**config.mk**
```make
export PLATFORM = sky130hd
export DESIGN_NAME = mac_dot_seq
export DESIGN_NICKNAME = d
export VERILOG_FILES = /design/src/rtl/mac_dot_seq.sv
export SDC_FILE = /design/constraint.sdc
export NUM_CORES = 1
export LEC_CHECK = 0
export CAP_MARGIN = 20
export CORE_ASPECT_RATIO = 1.4
export CORE_MARGIN = 8
export CORE_UTILIZATION = 55
export CTS_CLUSTER_DIAMETER = 40
export DETAILED_ROUTE_END_ITERATION = 8
export PLACE_DENSITY = 0.73
export SYNTH_ARGS = -nofsm -noshare
export SYNTH_HDL_FRONTEND = slang
export SYNTH_SLANG_ARGS = --single-unit
```
**constraint.sdc**
```tcl
create_clock -name clk -period 6.9 [get_ports clk]
set_clock_uncertainty 0.15 [all_clocks]
set_input_delay 1.38 -clock clk [delete_from_list [all_inputs] [get_ports clk]]
set_output_delay 1.38 -clock clk [all_outputs]
set_load 0.05 [all_outputs]
```
**src/rtl/mac_dot_seq.sv**
```systemverilog
// Dot-product sequencer around a signed DATA_W x DATA_W multiply-accumulate.
// Operand pairs stream in, products accumulate one cycle later, result leaves on a valid/ready port.
module mac_dot_seq #(
    parameter int DATA_W = 8,
    parameter int ACC_W  = 16,
    parameter int LEN_W  = 8
) (
    input  logic                     clk,
    input  logic                     reset,
    input  logic                     start,
    input  logic [LEN_W-1:0]         len,
    output logic                     busy,
    input  logic                     in_valid,
    output logic                     in_ready,
    input  logic signed [DATA_W-1:0] a,
    input  logic signed [DATA_W-1:0] b,
    output logic                     out_valid,
    input  logic                     out_ready,
    output logic signed [ACC_W-1:0]  z,
    output logic                     ovf
);

    typedef enum logic [1:0] {IDLE, ACCUM, DRAIN, DONE} state_t;

    state_t                     state;
    logic [LEN_W-1:0]           count;
    logic signed [DATA_W-1:0]   a_reg;
    logic signed [DATA_W-1:0]   b_reg;
    logic                       p_valid;
    logic signed [ACC_W-1:0]    acc;

    logic signed [2*DATA_W-1:0] prod;
    logic signed [ACC_W-1:0]    addend;
    logic signed [ACC_W-1:0]    sum;
    logic                       sum_ovf;

    always_comb begin
        prod    = a_reg * b_reg;
        addend  = ACC_W'(prod);
        sum     = acc + addend;
        sum_ovf = (acc[ACC_W-1] == addend[ACC_W-1]) && (sum[ACC_W-1] != acc[ACC_W-1]);
    end

    assign z = acc;

    always_ff @(posedge clk or posedge reset) begin
        if (reset) begin
            state     <= IDLE;
            count     <= '0;
            a_reg     <= '0;
            b_reg     <= '0;
            p_valid   <= 1'b0;
            acc       <= '0;
            ovf       <= 1'b0;
            busy      <= 1'b0;
            in_ready  <= 1'b0;
            out_valid <= 1'b0;
        end else begin
            // Product stage: the pair registered on the previous edge lands in acc now.
            if (p_valid) begin
                acc <= sum;
                if (sum_ovf) ovf <= 1'b1;
            end

            case (state)
                IDLE: begin
                    if (start) begin
                        acc  <= '0;
                        ovf  <= 1'b0;
                        busy <= 1'b1;
                        if (len != '0) begin
                            state    <= ACCUM;
                            count    <= len;
                            in_ready <= 1'b1;
                        end else begin
                            state     <= DONE;
                            out_valid <= 1'b1;
                        end
                    end
                end
                ACCUM: begin
                    if (in_valid) begin
                        a_reg   <= a;
                        b_reg   <= b;
                        p_valid <= 1'b1;
                        count   <= count - LEN_W'(1);
                        if (count == LEN_W'(1)) begin
                            state    <= DRAIN;
                            in_ready <= 1'b0;
                        end
                    end else begin
                        p_valid <= 1'b0;
                    end
                end
                DRAIN: begin
                    p_valid   <= 1'b0;
                    state     <= DONE;
                    out_valid <= 1'b1;
                end
                DONE: begin
                    if (out_ready) begin
                        state     <= IDLE;
                        out_valid <= 1'b0;
                        busy      <= 1'b0;
                    end
                end
                default: state <= IDLE;
            endcase
        end
    end

endmodule

```
==> impl_metrics.csv <==
group,metric,value,unit
outcome,result_of_the_run,"finished clean",
logic_synthesis,synth_enable_flop_cells,0,
route,initialDrtViolationCount,188,
sta,setup_total_negative_slack,0,ns
clock_tree,setup_repair_bufs_after_cts,0,
setup_path,cp_max_fo,9,
die,die_width,99.3,um
route,detailedRoute.firstPassIterationCount,4,
finish,largest_register_ff_count,16,
route,wire_per_inst,16.4,um
placed_design,place.detailed.instances,725,
die,fp.dieArea,13200,um2
finish,final_layout_size_suffix_gt1_share,5.45,%
setup_path,worst_r2r_endpoint,"z[15]",
finish,final_cells,734,
setup_path,worstSetupStartpointType,"flip-flop",
logic_synthesis,syn_area_per_cell,9.27,um2
sta,finalMaxSlewViolations,0,
grt,grt_max_degree,48,
clock_tree,cts_sinks,47,
logic_synthesis,seq_area_frac_synth,22.0,%
sta,worst_pin_slew,1.01,ns
min_path,worstHoldPathType,"flip-flop to flip-flop",
placed_design,gp_routability_congestion,0.868,
clock_tree,max-clock-path-buffers,2,
finish,syn2layout_area_growth,14.1,%
min_path,worst_hold_path.endpoint,"ovf",
logic_synthesis,netlist_area,5350,um2
setup_path,top_cell_family_by_delay_on_the_critical_path,"adder cells",
clock_tree,clockRootBuffer,"clkbuf_16",
logic_synthesis,post_synthesis_cell_type_count,54,
logic_synthesis,postSynth.topFlopCell,"dfrtp_1",
setup_path,critical_path.endpoint_type,"flip-flop",
setup_path,rr_startpoint,"b_reg[2]",
clock_tree,cts.hold.buffers_added,0,
die,starting_density_of_the_core,56.5,%
sta,rsz_0062_raised_after_global_routing,"false",
logic_synthesis,number_of_nets_in_the_synthesized_netlist,712,
finish,final.fill_count,824,
grt,grt_overflow,0,
logic_synthesis,synth.ff_latch_count,47,
setup_path,critPathKind,"flip-flop to flip-flop",
job,timing.max_cap.violations,0,
grt,grt_first_pass_wirelength,20.9,mm
sta,clock.fmax,167,MHz
setup_path,timing.critical_path.buf_inv,4,
min_path,worstHoldPathCells,2,
placed_design,detailed_place_hpwl,9.43,mm
finish,diodes,0,
grt,track_usage,19.5,%
clock_tree,postCtsResizedCells,0,
grt,grt_antenna_before_repair,0,
placed_design,io_buffer_count,48,
clock_tree,tritoncts,"built",
logic_synthesis,synth-warning-count,0,
setup_path,cp.arrival,6.04,ns
die,fp.coreArea,9460,um2
sta,setup_violations,0,
sta,hold_ws,0.337,ns
sta,timing.final.crit_period,6.00,ns
route,avg_vias_per_cell,5.64,
sta,timing.final.crit_share,87.0,%
clock_tree,htree_num_levels,2,
clock_tree,clock_latency,0.29,ns
route,routed_wl,12.0,mm
die,rows,42,
clock_tree,clk_pin_slew_worst_paths,0.07,ns
setup_path,worst_r2r_path_depth,22,
logic_synthesis,synth_async_reset_ratio,100,%
setup_path,timing.critical_path.cells,"and2_1 -> fa_1 -> inv_1 -> fa_1 -> inv_1 -> fa_1 -> inv_1 -> fa_1 -> inv_1 -> ha_1 -> a21oi_1 -> o21bai_1 -> a21oi_1 -> xnor2_1 -> ha_1 -> nand2_1 -> a2111oi_0 -> a221o_1 -> a31oi_4 -> xnor3_1 -> a21oi_1 -> a31o_1",
die,num_io_pins,49,
setup_path,biggest_cell_delay_along_the_critical_path,0.54,ns
route,route.vias.total,4143,
setup_path,cp_data_required_time,6.94,ns
sta,finalHoldViolCount,0,
min_path,timing.hold.worst.start,"ovf",
clock_tree,cts_buffers,5,
grt,first_global_vias,4510,
setup_path,crit_slowest_cell,"fa_1",
logic_synthesis,netlist_instances,577,
die,die-height,133,um
finish,finalNetCount,758,
sta,slew_headroom,32.5,%
route,drt.antenna.violating_nets,0,
setup_path,r2r_slack,0.90,ns
route,drcViolationCount,0,
## cell usage after synthesis, types with 4 or more instances
cell type | n | share of area (%)
ha_1 | 50 | 12
o21a_1 | 4 | 0.56
a211oi_1 | 5 | 0.70
a21oi_1 | 30 | 2.8
inv_1 | 100 | 7.0
o21ai_0 | 31 | 2.9
o21bai_1 | 4 | 0.56
a31oi_1 | 6 | 0.70
and2_1 | 43 | 5.0
xnor2_1 | 17 | 2.8
fa_1 | 56 | 21
nor2b_1 | 8 | 0.94
mux2i_1 | 8 | 1.5
nand2b_1 | 7 | 0.82
nor3_1 | 9 | 0.84
a21o_1 | 8 | 1.1
nand2_1 | 34 | 2.4
clkbuf_1 | 9 | 0.63
mux2_2 | 16 | 3.4
nor2_1 | 30 | 2.1
xor2_1 | 5 | 0.82
dfrtp_1 | 47 | 22
nand3_1 | 7 | 0.65
## metal layers
| layer | GRT usage [%] | wire, um | vias to the layer above |
|---|---|---|---|
| met5 | 0 | 0 | - |
| li1 | - | - | 2000 |
| met2 | 36.0 | 6460 | 89 |
| met3 | 3.10 | 397 | 20 |
| met1 | 21.6 | 4920 | 2034 |
| met4 | 7.26 | 256 | 0 |
## cells by family (layout without fill, tap and decap cells)
group	Yosys count	after routing	synth area share [%]
AO/OA/AOI/OAI	114	114	13.8
XOR/XNOR	23	23	4.02
adder cells (fa/ha/maj)	106	106	32.7
buffers and inverters	110	157	7.86
flip-flops	47	47	22.0
multiplexers	24	24	4.87
AND/OR/NAND/NOR	153	153	14.8
## stage by stage
| step | area (um2) | util [%] | worst slack [ns] |
|---|---|---|---|
| after floorplan | 5350 | - | 1.27 |
| after global placement | 5920 | 62.6 | 1.02 |
| after detailed placement | 5920 | 62.6 | 0.921 |
| after CTS | 6080 | 64.3 | 0.891 |
| after global routing | 6100 | 64.5 | 0.524 |
| final | 6100 | 64.5 | 0.899 |
## how the worst max path moves through the flow
stage,start,endpoint,depth (start not counted)
2_1_floorplan,a_reg[7],z[15],23
3_3_place_gp,b_reg[2],z[15],23
3_5_place_dp,b_reg[2],z[15],22
4_1_cts,b_reg[2],z[15],22
5_1_grt,b_reg[2],z[15],22
6_report,b_reg[2],z[15],22
## area by class of cell
type                            instances  area (um2)  share of cell area (%)
Clock buffer                            7         153                    2.50
Tap cell                              110         138                    2.26
Multi-Input combinational cell        420        3750                    61.5
Clock inverter                          1        7.51                   0.123
Inverter                              100         375                    6.15
Timing Repair Buffer                   49         500                    8.20
Sequential cell                        47        1180                    19.3
## worst register-to-register path: cells and delay by family, from the launching register on
family                   cells  cell delay, ns
AO/OA/AOI/OAI                8            1.66
XOR/XNOR                     2            0.34
adder cells (fa/ha/maj)      6            2.77
buffers and inverters        4            0.22
flip-flops                   1            0.47
AND/OR/NAND/NOR              2            0.29
## cell usage in the layout, fill, tap and decap left out, types with 2 or more instances in the layout
| master | netlist | final |
|---|---|---|
| inv_1 | 100 | 99 |
| fa_1 | 56 | 56 |
| ha_1 | 50 | 50 |
| clkdlybuf4s50_1 | 0 | 48 |
| dfrtp_1 | 47 | 47 |
| and2_1 | 43 | 43 |
| nand2_1 | 34 | 34 |
| o21ai_0 | 31 | 31 |
| nor2_1 | 30 | 30 |
| a21oi_1 | 30 | 30 |
| xnor2_1 | 17 | 17 |
| mux2_2 | 16 | 16 |
| nor3_1 | 9 | 9 |
| nor2b_1 | 8 | 8 |
| a21o_1 | 8 | 8 |
| mux2i_1 | 8 | 8 |
| nand3_1 | 7 | 7 |
| nand2b_1 | 7 | 7 |
| a31oi_1 | 6 | 6 |
| xor2_1 | 5 | 5 |
| a211oi_1 | 5 | 5 |
| clkbuf_16 | 0 | 5 |
| o21a_1 | 4 | 4 |
| o21bai_1 | 4 | 4 |
| o211ai_1 | 3 | 3 |
| and3_1 | 3 | 3 |
| nand4_1 | 3 | 3 |
| a21boi_0 | 2 | 2 |
| and4b_1 | 2 | 2 |
| o21ai_1 | 2 | 2 |
| or3_1 | 2 | 2 |
| or4_1 | 2 | 2 |
| a31o_2 | 2 | 2 |
| clkbuf_8 | 0 | 2 |
Power is not shown: default switching activity piles up to over one toggle a cycle in this logic, so the estimate is an artifact.
